==> src/rtl/spi_sram_pkg.sv <==
// rtl/spi_sram_pkg.sv - shared types and constants for the SPI serial-SRAM burst bridge
package spi_sram_pkg;

  typedef enum logic [2:0] {
    ST_IDLE,
    ST_CMD,
    ST_ADDR,
    ST_DATA,
    ST_HOLD,
    ST_GAP
  } state_e;

  localparam logic [2:0] CTI_CLASSIC = 3'b000;
  localparam logic [2:0] CTI_INCR    = 3'b010;
  localparam logic [2:0] CTI_END     = 3'b111;
  localparam logic [1:0] BTE_LINEAR  = 2'b00;

  localparam logic [7:0] DEF_CMD_READ  = 8'h03;
  localparam logic [7:0] DEF_CMD_WRITE = 8'h02;

endpackage

==> src/rtl/spi_shift_engine.sv <==
// rtl/spi_shift_engine.sv - mode-0 SCK generator with byte-wide TX/RX shift registers
// A byte is chained with no idle cycle when cont_i is high at byte_end_o.
module spi_shift_engine #(
  parameter int CLK_DIV = 1
) (
  input  logic       clk_i,
  input  logic       rst_ni,
  input  logic       abort_i,
  input  logic       load_i,
  input  logic       cont_i,
  input  logic [7:0] byte_i,
  input  logic       miso_i,
  output logic       sck_o,
  output logic       mosi_o,
  output logic [7:0] rx_o,
  output logic       byte_end_o,
  output logic       done_o
);

  localparam int            CW       = (CLK_DIV > 1) ? $clog2(CLK_DIV) : 1;
  localparam logic [CW-1:0] DIV_LAST = CW'(CLK_DIV - 1);

  logic          active_q, active_d;
  logic          sck_q, sck_d;
  logic [CW-1:0] div_q, div_d;
  logic [2:0]    bit_q, bit_d;
  logic [7:0]    tx_q, tx_d;
  logic [7:0]    rx_q, rx_d;
  logic          done_q, done_d;
  logic          half_end;

  assign half_end   = active_q && (div_q == DIV_LAST);
  assign byte_end_o = half_end && sck_q && (bit_q == 3'd7);

  always_comb begin
    active_d = active_q;
    sck_d    = sck_q;
    div_d    = div_q;
    bit_d    = bit_q;
    tx_d     = tx_q;
    rx_d     = rx_q;
    done_d   = 1'b0;
    if (abort_i) begin
      active_d = 1'b0;
      sck_d    = 1'b0;
      div_d    = '0;
      bit_d    = '0;
      tx_d     = '0;
    end else if (load_i) begin
      active_d = 1'b1;
      sck_d    = 1'b0;
      div_d    = '0;
      bit_d    = '0;
      tx_d     = byte_i;
    end else if (half_end) begin
      div_d = '0;
      sck_d = ~sck_q;
      if (!sck_q) begin
        rx_d = {rx_q[6:0], miso_i};
      end else if (bit_q == 3'd7) begin
        // falling edge closing a byte: chain the next byte or park with MOSI low
        bit_d = '0;
        if (cont_i) begin
          tx_d = byte_i;
        end else begin
          tx_d     = '0;
          active_d = 1'b0;
          done_d   = 1'b1;
        end
      end else begin
        bit_d = bit_q + 3'd1;
        tx_d  = {tx_q[6:0], 1'b0};
      end
    end else if (active_q) begin
      div_d = div_q + CW'(1);
    end
  end

  always_ff @(posedge clk_i or negedge rst_ni) begin
    if (!rst_ni) begin
      active_q <= 1'b0;
      sck_q    <= 1'b0;
      div_q    <= '0;
      bit_q    <= '0;
      tx_q     <= '0;
      rx_q     <= '0;
      done_q   <= 1'b0;
    end else begin
      active_q <= active_d;
      sck_q    <= sck_d;
      div_q    <= div_d;
      bit_q    <= bit_d;
      tx_q     <= tx_d;
      rx_q     <= rx_d;
      done_q   <= done_d;
    end
  end

  assign sck_o  = sck_q;
  assign mosi_o = tx_q[7];
  assign rx_o   = rx_q;
  assign done_o = done_q;

endmodule

==> src/rtl/spi_sram_burst_controller.sv <==
// rtl/spi_sram_burst_controller.sv - Wishbone classic slave to serial-SRAM SPI master with burst streaming
// CS stays low across incrementing beats so each continuation costs only the data byte.
module spi_sram_burst_controller
  import spi_sram_pkg::*;
#(
  parameter int         ADDR_WIDTH = 24,
  parameter int         NUM_CS     = 3,
  parameter int         CLK_DIV    = 1,
  parameter logic [7:0] CMD_READ   = DEF_CMD_READ,
  parameter logic [7:0] CMD_WRITE  = DEF_CMD_WRITE,
  localparam int        SEL_W      = $clog2(NUM_CS + 1)
) (
  input  logic                  clk_i,
  input  logic                  rst_ni,
  input  logic                  cyc_i,
  input  logic                  stb_i,
  input  logic                  we_i,
  input  logic [ADDR_WIDTH-1:0] adr_i,
  input  logic [7:0]            dat_i,
  input  logic [2:0]            cti_i,
  input  logic [1:0]            bte_i,
  output logic                  ack_o,
  output logic                  err_o,
  output logic                  rty_o,
  output logic [7:0]            dat_o,
  output logic                  sck,
  output logic                  mosi,
  input  logic                  miso,
  output logic [NUM_CS-1:0]     cs_n,
  input  logic [SEL_W-1:0]      cs_sel_i
);

  localparam int               NB       = ADDR_WIDTH / 8;
  localparam int               IDX_W    = (NB > 1) ? $clog2(NB) : 1;
  localparam logic [IDX_W-1:0] IDX_LAST = IDX_W'(NB - 1);
  localparam int               GW       = (2 * CLK_DIV > 2) ? $clog2(2 * CLK_DIV) : 1;
  localparam logic [GW-1:0]    GAP_LAST = GW'(2 * CLK_DIV - 1);

  state_e                  state_q, state_d;
  logic [ADDR_WIDTH-1:0]   addr_q, addr_d;
  logic [ADDR_WIDTH-1:0]   ash_q, ash_d;
  logic                    we_q, we_d;
  logic [NUM_CS-1:0]       cs_n_q, cs_n_d;
  logic                    ack_q, ack_d;
  logic                    err_q, err_d;
  logic [7:0]              dat_q, dat_d;
  logic [IDX_W-1:0]        idx_q, idx_d;
  logic [GW-1:0]           gap_q, gap_d;

  logic       eng_load, eng_cont, eng_abort;
  logic [7:0] eng_byte, eng_rx;
  logic       eng_byte_end, eng_done;
  logic       sel_ok;

  assign sel_ok = (cs_sel_i != '0) && (cs_sel_i <= SEL_W'(NUM_CS));

  spi_shift_engine #(
    .CLK_DIV(CLK_DIV)
  ) u_engine (
    .clk_i     (clk_i),
    .rst_ni    (rst_ni),
    .abort_i   (eng_abort),
    .load_i    (eng_load),
    .cont_i    (eng_cont),
    .byte_i    (eng_byte),
    .miso_i    (miso),
    .sck_o     (sck),
    .mosi_o    (mosi),
    .rx_o      (eng_rx),
    .byte_end_o(eng_byte_end),
    .done_o    (eng_done)
  );

  always_comb begin
    state_d   = state_q;
    addr_d    = addr_q;
    ash_d     = ash_q;
    we_d      = we_q;
    cs_n_d    = cs_n_q;
    ack_d     = 1'b0;
    err_d     = 1'b0;
    dat_d     = dat_q;
    idx_d     = idx_q;
    gap_d     = gap_q;
    eng_load  = 1'b0;
    eng_cont  = 1'b0;
    eng_abort = 1'b0;
    eng_byte  = 8'h00;
    case (state_q)
      ST_IDLE: begin
        if (cyc_i && stb_i && !err_q) begin
          if (!sel_ok) begin
            err_d = 1'b1;
          end else begin
            addr_d   = adr_i;
            ash_d    = adr_i;
            we_d     = we_i;
            idx_d    = '0;
            cs_n_d   = ~(NUM_CS'(1) << (cs_sel_i - SEL_W'(1)));
            eng_load = 1'b1;
            eng_byte = we_i ? CMD_WRITE : CMD_READ;
            state_d  = ST_CMD;
          end
        end
      end
      ST_CMD, ST_ADDR: begin
        if (!cyc_i) begin
          eng_abort = 1'b1;
          cs_n_d    = '1;
          gap_d     = '0;
          state_d   = ST_GAP;
        end else if (eng_byte_end) begin
          eng_cont = 1'b1;
          if (state_q == ST_ADDR && idx_q == IDX_LAST) begin
            eng_byte = we_q ? dat_i : 8'h00;
            state_d  = ST_DATA;
          end else begin
            eng_byte = ash_q[ADDR_WIDTH-1 -: 8];
            ash_d    = ash_q << 8;
            if (state_q == ST_ADDR) idx_d = idx_q + IDX_W'(1);
            state_d  = ST_ADDR;
          end
        end
      end
      ST_DATA: begin
        if (!cyc_i) begin
          eng_abort = 1'b1;
          cs_n_d    = '1;
          gap_d     = '0;
          state_d   = ST_GAP;
        end else if (eng_done) begin
          ack_d = 1'b1;
          if (!we_q) dat_d = eng_rx;
          if (cti_i == CTI_INCR && bte_i == BTE_LINEAR) begin
            addr_d  = addr_q + ADDR_WIDTH'(1);
            state_d = ST_HOLD;
          end else begin
            cs_n_d  = '1;
            gap_d   = '0;
            state_d = ST_GAP;
          end
        end
      end
      ST_HOLD: begin
        // the acked beat is still on the bus during the ack cycle, so skip it
        if (!cyc_i) begin
          cs_n_d  = '1;
          gap_d   = '0;
          state_d = ST_GAP;
        end else if (stb_i && !ack_q) begin
          if (adr_i == addr_q && we_i == we_q) begin
            eng_load = 1'b1;
            eng_byte = we_q ? dat_i : 8'h00;
            state_d  = ST_DATA;
          end else begin
            cs_n_d  = '1;
            gap_d   = '0;
            state_d = ST_GAP;
          end
        end
      end
      ST_GAP: begin
        if (gap_q == GAP_LAST) state_d = ST_IDLE;
        else gap_d = gap_q + GW'(1);
      end
      default: state_d = ST_IDLE;
    endcase
  end

  always_ff @(posedge clk_i or negedge rst_ni) begin
    if (!rst_ni) begin
      state_q <= ST_IDLE;
      addr_q  <= '0;
      ash_q   <= '0;
      we_q    <= 1'b0;
      cs_n_q  <= '1;
      ack_q   <= 1'b0;
      err_q   <= 1'b0;
      dat_q   <= '0;
      idx_q   <= '0;
      gap_q   <= '0;
    end else begin
      state_q <= state_d;
      addr_q  <= addr_d;
      ash_q   <= ash_d;
      we_q    <= we_d;
      cs_n_q  <= cs_n_d;
      ack_q   <= ack_d;
      err_q   <= err_d;
      dat_q   <= dat_d;
      idx_q   <= idx_d;
      gap_q   <= gap_d;
    end
  end

  assign ack_o = ack_q;
  assign err_o = err_q;
  assign rty_o = 1'b0;
  assign dat_o = dat_q;
  assign cs_n  = cs_n_q;

endmodule

==> config.mk <==
export PLATFORM = sky130hd
export DESIGN_NAME = spi_sram_burst_controller
export DESIGN_NICKNAME = d
export VERILOG_FILES = /design/src/rtl/spi_sram_pkg.sv /design/src/rtl/spi_shift_engine.sv /design/src/rtl/spi_sram_burst_controller.sv
export SDC_FILE = /design/constraint.sdc
export NUM_CORES = 1
export LEC_CHECK = 0
export BUFFER_PORTS_ARGS = -buffer_cell sky130_fd_sc_hd__buf_4
export CAP_MARGIN = 20
export CORE_ASPECT_RATIO = 1.25
export CORE_MARGIN = 5
export CORE_UTILIZATION = 40
export DETAILED_ROUTE_END_ITERATION = 10
export SYNTH_ARGS = -nofsm -noshare
export SYNTH_HDL_FRONTEND = slang
export SYNTH_HIERARCHICAL = 1
export SYNTH_SLANG_ARGS = --single-unit
==> constraint.sdc <==
create_clock -name clk_i -period 2.86 [get_ports clk_i]
set_input_delay 0.286 -clock clk_i [delete_from_list [all_inputs] [get_ports clk_i]]
set_output_delay 0.286 -clock clk_i [all_outputs]
set_load 0.05 [all_outputs]
Word level (Yosys, flattened, before mapping)
Cells that the tools add are included.

storage, ports and cells
  flip-flop bits (word level) = 91
  input bits = 45
  output and inout port bits = 16
  word-level logic and storage cells = 201

cells by class
  $lt $le $gt $ge = 1
  reduce and logical (&&, ||, !) cells = 36
  shift operators = 1
  eq/ne operators = 27
  $add $sub $neg = 6
  bitwise logic cells = 6
  multiplexer cells = 107

operators with widths
  operator                                               count
  2-to-1 mux 24 bit                                      8
  2-to-1 mux 8 bit                                       13
  case mux 24 bit (2 select lines)                       2
  2-to-1 mux 3 bit                                       24
  2-to-1 mux 1 bit                                       46
  adder 24 x 1 -> 24 bit, second input constant          1
  equality test 24 bit                                   1
  case mux 8 bit (3 select lines)                        1
  AND reduction 6 bit                                    4
  inequality test 2 bit, second input constant           10
  2-to-1 mux 2 bit                                       8
  case mux 3 bit (5 select lines)                        1
  inequality test 3 bit, second input constant           4
  case mux 3 bit (4 select lines)                        1
  AND reduction 4 bit                                    3
  nonzero test 4 bit                                     3
  logical AND 1 bit                                      10
  equality test 3 x 2 -> 1 bit, second input constant    3
  equality test 3 bit, second input constant             3
  nonzero test 3 bit                                     3
  AND reduction 8 bit                                    1
  AND reduction 7 bit                                    1
  inequality test 3 x 2 -> 1 bit, second input constant  2
  nonzero test 2 bit                                     3
  22 further kinds                                       28

Depth between registers and ports, before layout
  word-level depth = 13
  mapped depth = 12
  depth with buffers taken out = 10

Modules after synthesis
Netlist, hierarchy kept.

by module, submodules not included
  module                     seq. area each (um^2)  times used  area an instance (um^2)  cells each
  spi_sram_burst_controller  1705.4                 1           4146.5                   480
  spi_shift_engine           575.6                  1           1053.5                   87

Worst setup path after synthesis
Ideal clock, no wire load.

  path type = flip-flop to flip-flop
  from = register addr_q[7]
  to = register u_engine.rx_q[0], in the netlist u_engine/rx_o[0]
  cell stages (with the launch flop) = 11
  required time = 2.735 ns
  period minus slack after synthesis = 2.423 ns
  setup time = 0.125 ns
  path slack = 0.437 ns
  arrival = 2.299 ns
  path buffers = 1
  cell sequence = dfrtp_1 buf_2 xnor2_1 nand4_1 nor3_1 nand4b_1 or2_2 nand2_1 nor2_4 nand3b_2 mux2_2

between the ends
  word-level cells in the longest chain between the ends = 8

RTL lines
  item                             RTL line                          source
  start: declaration               spi_sram_burst_controller.sv:40   logic [ADDR_WIDTH-1:0] addr_q, addr_d;
  start signal: assignment         spi_sram_burst_controller.sv:184  addr_q <= addr_d;
  equality test 24 bit             spi_sram_burst_controller.sv:151  if (adr_i == addr_q && we_i == we_q) begin
  logical AND 1 bit                spi_sram_burst_controller.sv:151
  2-to-1 mux 1 bit                 spi_sram_burst_controller.sv:151
  2-to-1 mux 1 bit                 spi_sram_burst_controller.sv:150  end else if (stb_i && !ack_q) begin
  2-to-1 mux 1 bit                 spi_sram_burst_controller.sv:146  if (!cyc_i) begin
  case mux 1 bit (2 select lines)  spi_sram_burst_controller.sv:89   case (state_q)
  named net eng_load               spi_sram_burst_controller.sv:50   logic eng_load, eng_cont, eng_abort;
  NOT 1 bit (no line)              -
  AND reduction 4 bit (no line)    -
  end signal: assignment           spi_shift_engine.sv:94            rx_q <= rx_d;
  end: declaration                 spi_shift_engine.sv:28            logic [7:0] rx_q, rx_d;

The timed path passes the listed nets, and every way through them passes these cells.
A chain may end at the register's enable or synchronous reset.

Final worst setup path
  from = register addr_q[7]
  to = register u_engine.rx_q[2], in the netlist u_engine/rx_o[2]

The elaborated chain is that of the path after synthesis.

==> metrics.txt <==
gr ovfl total 0; Die W 112 um; via count 4,467; drt wl/cell 17.6 um; Yosys reg bits 91; first-pass GRT wire length 22,800 um; initial antenna violation count 0; Yosys cell types 66; Comb power frac 0.422; Initial Util 0.409; IO buf count 59; cell with the most instances after synthesis dfrtp_1; final core utilization 0.478; DRC Markers 0; placer congestion estimate 0.880; antenna-violating nets left 0; Clk pwr share 0.187; syn_nets 616; final setup fails 0; Reg clk slew, reported paths 0.07 ns; Final WS setup 0.188 ns; synth top area cells dfrtp_1, a21oi_1, nand2_1; fin cells 789; CTS tree done; TritonRoute pass-1 iters 5; largest net degree at the start of global routing 50; clk_lat worst skew 0.34 ns; worst-case reg-to-reg path depth 9; Final min period 2.67 ns; sequential share of power 0.391; Mean Syn Cell Area 9.17 um^2; Static Leak 0.00261 uW; number of global-route vias before repair 4,600; FP Rows 46; via density per instance 5.66; asr flop ratio synth 1.00; Slew headroom 0.543; GRT Util Overall 0.183; Worst Tran Pin Value 0.681 ns; setup bufs post-CTS 0; initial DRC count 224; switching part of the total 0.423; P per Cell Area 989 nW/um^2; VDD IR-drop max 329 uV; fin. max-slew vios 0; I/O pin cnt 61; Post-DP HPWL 10,200 um; Main synth FF type dfrtp_1; die height 137 um; Syn Inst Count 567; met3 wire len 677 um; met2 WL 6720 um; Worst Path Arrival 2.90 ns; worst clock skew 0.00900 ns; CTS sink count 91; CTS root buf clkbuf_16; sequential area share after synthesis 0.439; fmax 374 MHz; met1 wire length 6000 um; status complete, no violations; Max FO, Critical Path 8; Pint 3470 uW; MaxCap Viol Count 0; clock buffer count from CTS 9; Nets 666; Post-Place Worst Slack 0.181 ns; crit end category register; RSZ-0062 raised after global routing no; Worst Hold Depth 2; cell taking the most area after synthesis dfrtp_1; commonest cells in the netlist dfrtp_1, nand2_1, a21oi_1; Post-Place Cells 772; Area Overhead vs Synth 16.8%; Antenna diodes 0; Resized cells post-CTS 0; Ys Warns 6; core area 12,700 um^2; Syn Std Cell Area 5200 um^2; Design Power 6010 uW; die area 15,400 um^2; NetSw 2540 uW; DRT Wirelength 13,900 um; proportion of layout cells with a drive suffix above 1 0.205; CTS max path bufs 2; H-tree depth 3; EDFF count, synth 0; Top Layer Used met4; reg-to-reg slack, setup 0.19 ns; endpoints failing hold 0; Synth top area share 0.423; Data required, critical path 3.09 ns; Setup CP Type reg -> reg; crit path launch type register; final worst path period share 0.934; Setup TNS Final 0 ns; Hold/Removal Path Class in -> reg
[repair_timing]
action,4_1_cts,5_1_grt
endpoints found under the hold margin,12,0
setup endpoints to repair,0,0
hold buffers,1,0
[per-stage QoR]
stage / area (um^2) / hold slack (ns)
after floorplan: 5200 / -0.00959
after global placement: 5780 / 0.347
after detailed placement: 5780 / 0.357
after CTS: 6060 / 0.131
after global routing: 6070 / 0.146
final: 6070 / 0.143
[final cells by class]
type                       count  area [um^2]
clock buffer                   9          225
clock inverter                 6         47.5
fill                        1206         6650
inverter                      15         56.3
multi-input combinational    423         2670
sequential                    91         2280
tap                          168          210
timing repair buffer          77          588
[placed cells by master (no fill, tap or decap), drive strengths merged, types with 3 or more instances in the layout]
master	count
a21o	4
nor3	15
a32oi	6
dfstp	3
nand3b	4
xor2	6
a21boi	3
o31ai	3
inv	18
or3	5
mux2	20
nand3	16
nor2b	6
nand4	14
and3	5
o21ai	59
dfrtp	88
ha	4
and2	4
buf	76
o22ai	8
xnor2	22
nor2	28
o32ai	3
nand2b	7
clkbuf	9
mux2i	16
nand2	66
a32o	6
a21oi	57
[path summary, 6_finish.rpt]
path / start / to
setup / recovery: addr_q[7] / u_engine/rx_o[2]
min in group asynchronous: rst_ni / err_o
max in group asynchronous: rst_ni / ash_q[9]
hold / removal: cs_sel_i[0] / err_o
setup reg to reg: addr_q[7] / u_engine/rx_o[2]
hold reg to reg: ash_q[6] / ash_q[6]
[cell families after synthesis]
kind of cell             share of synthesized area
XOR/XNOR                                    0.0472
AND/OR/NAND/NOR                              0.188
buffers and inverters                       0.0503
adder cells (fa/ha/maj)                    0.00963
AO/OA/AOI/OAI                                0.191
other                                     0.000721
multiplexers                                0.0748
flip-flops                                   0.439
[power by group through the flow]
| stage | Sequential [uW] | Combinational (uW) | Clock, uW |
|---|---|---|---|
| floorplan | 2250 | 2000 | 0 |
| global placement | 2340 | 2490 | 0 |
| detailed placement | 2360 | 2530 | 0 |
| CTS | 2340 | 2540 | 1160 |
| global route | 2420 | 2830 | 1210 |
| finish | 2350 | 2540 | 1120 |
[per-layer routing]
| metal | up-vias | track usage |
|---|---|---|
| li1 | 2145 | - |
| met1 | 2141 | 0.228 |
| met2 | 145 | 0.314 |
| met4 | 0 | 0.0822 |
| met5 | - | 0 |
| met3 | 36 | 0.0277 |
[critical path, cell delays in order (launching register included)]
cell and delay [ns]:
dfrtp_1 0.46, xnor2_1 0.22, nand4_1 0.13, nor3_1 0.33
nand4b_1 0.18, or2_2 0.34, nand2_1 0.23, nor2_4 0.10
nand3b_2 0.21, mux2_2 0.36
[state kept, by name, summed over array words and instances, names as in the netlist, 2 cells and up]
register and cells:
dat_o 8, idx_q 2, cs_n 3, ash_q 24
u_engine/rx_o 8, addr_q 24, u_engine/bit_q 3, state_q 3
u_engine/tx_q 8
No activity file was read; power rests on OpenSTA's default activity.
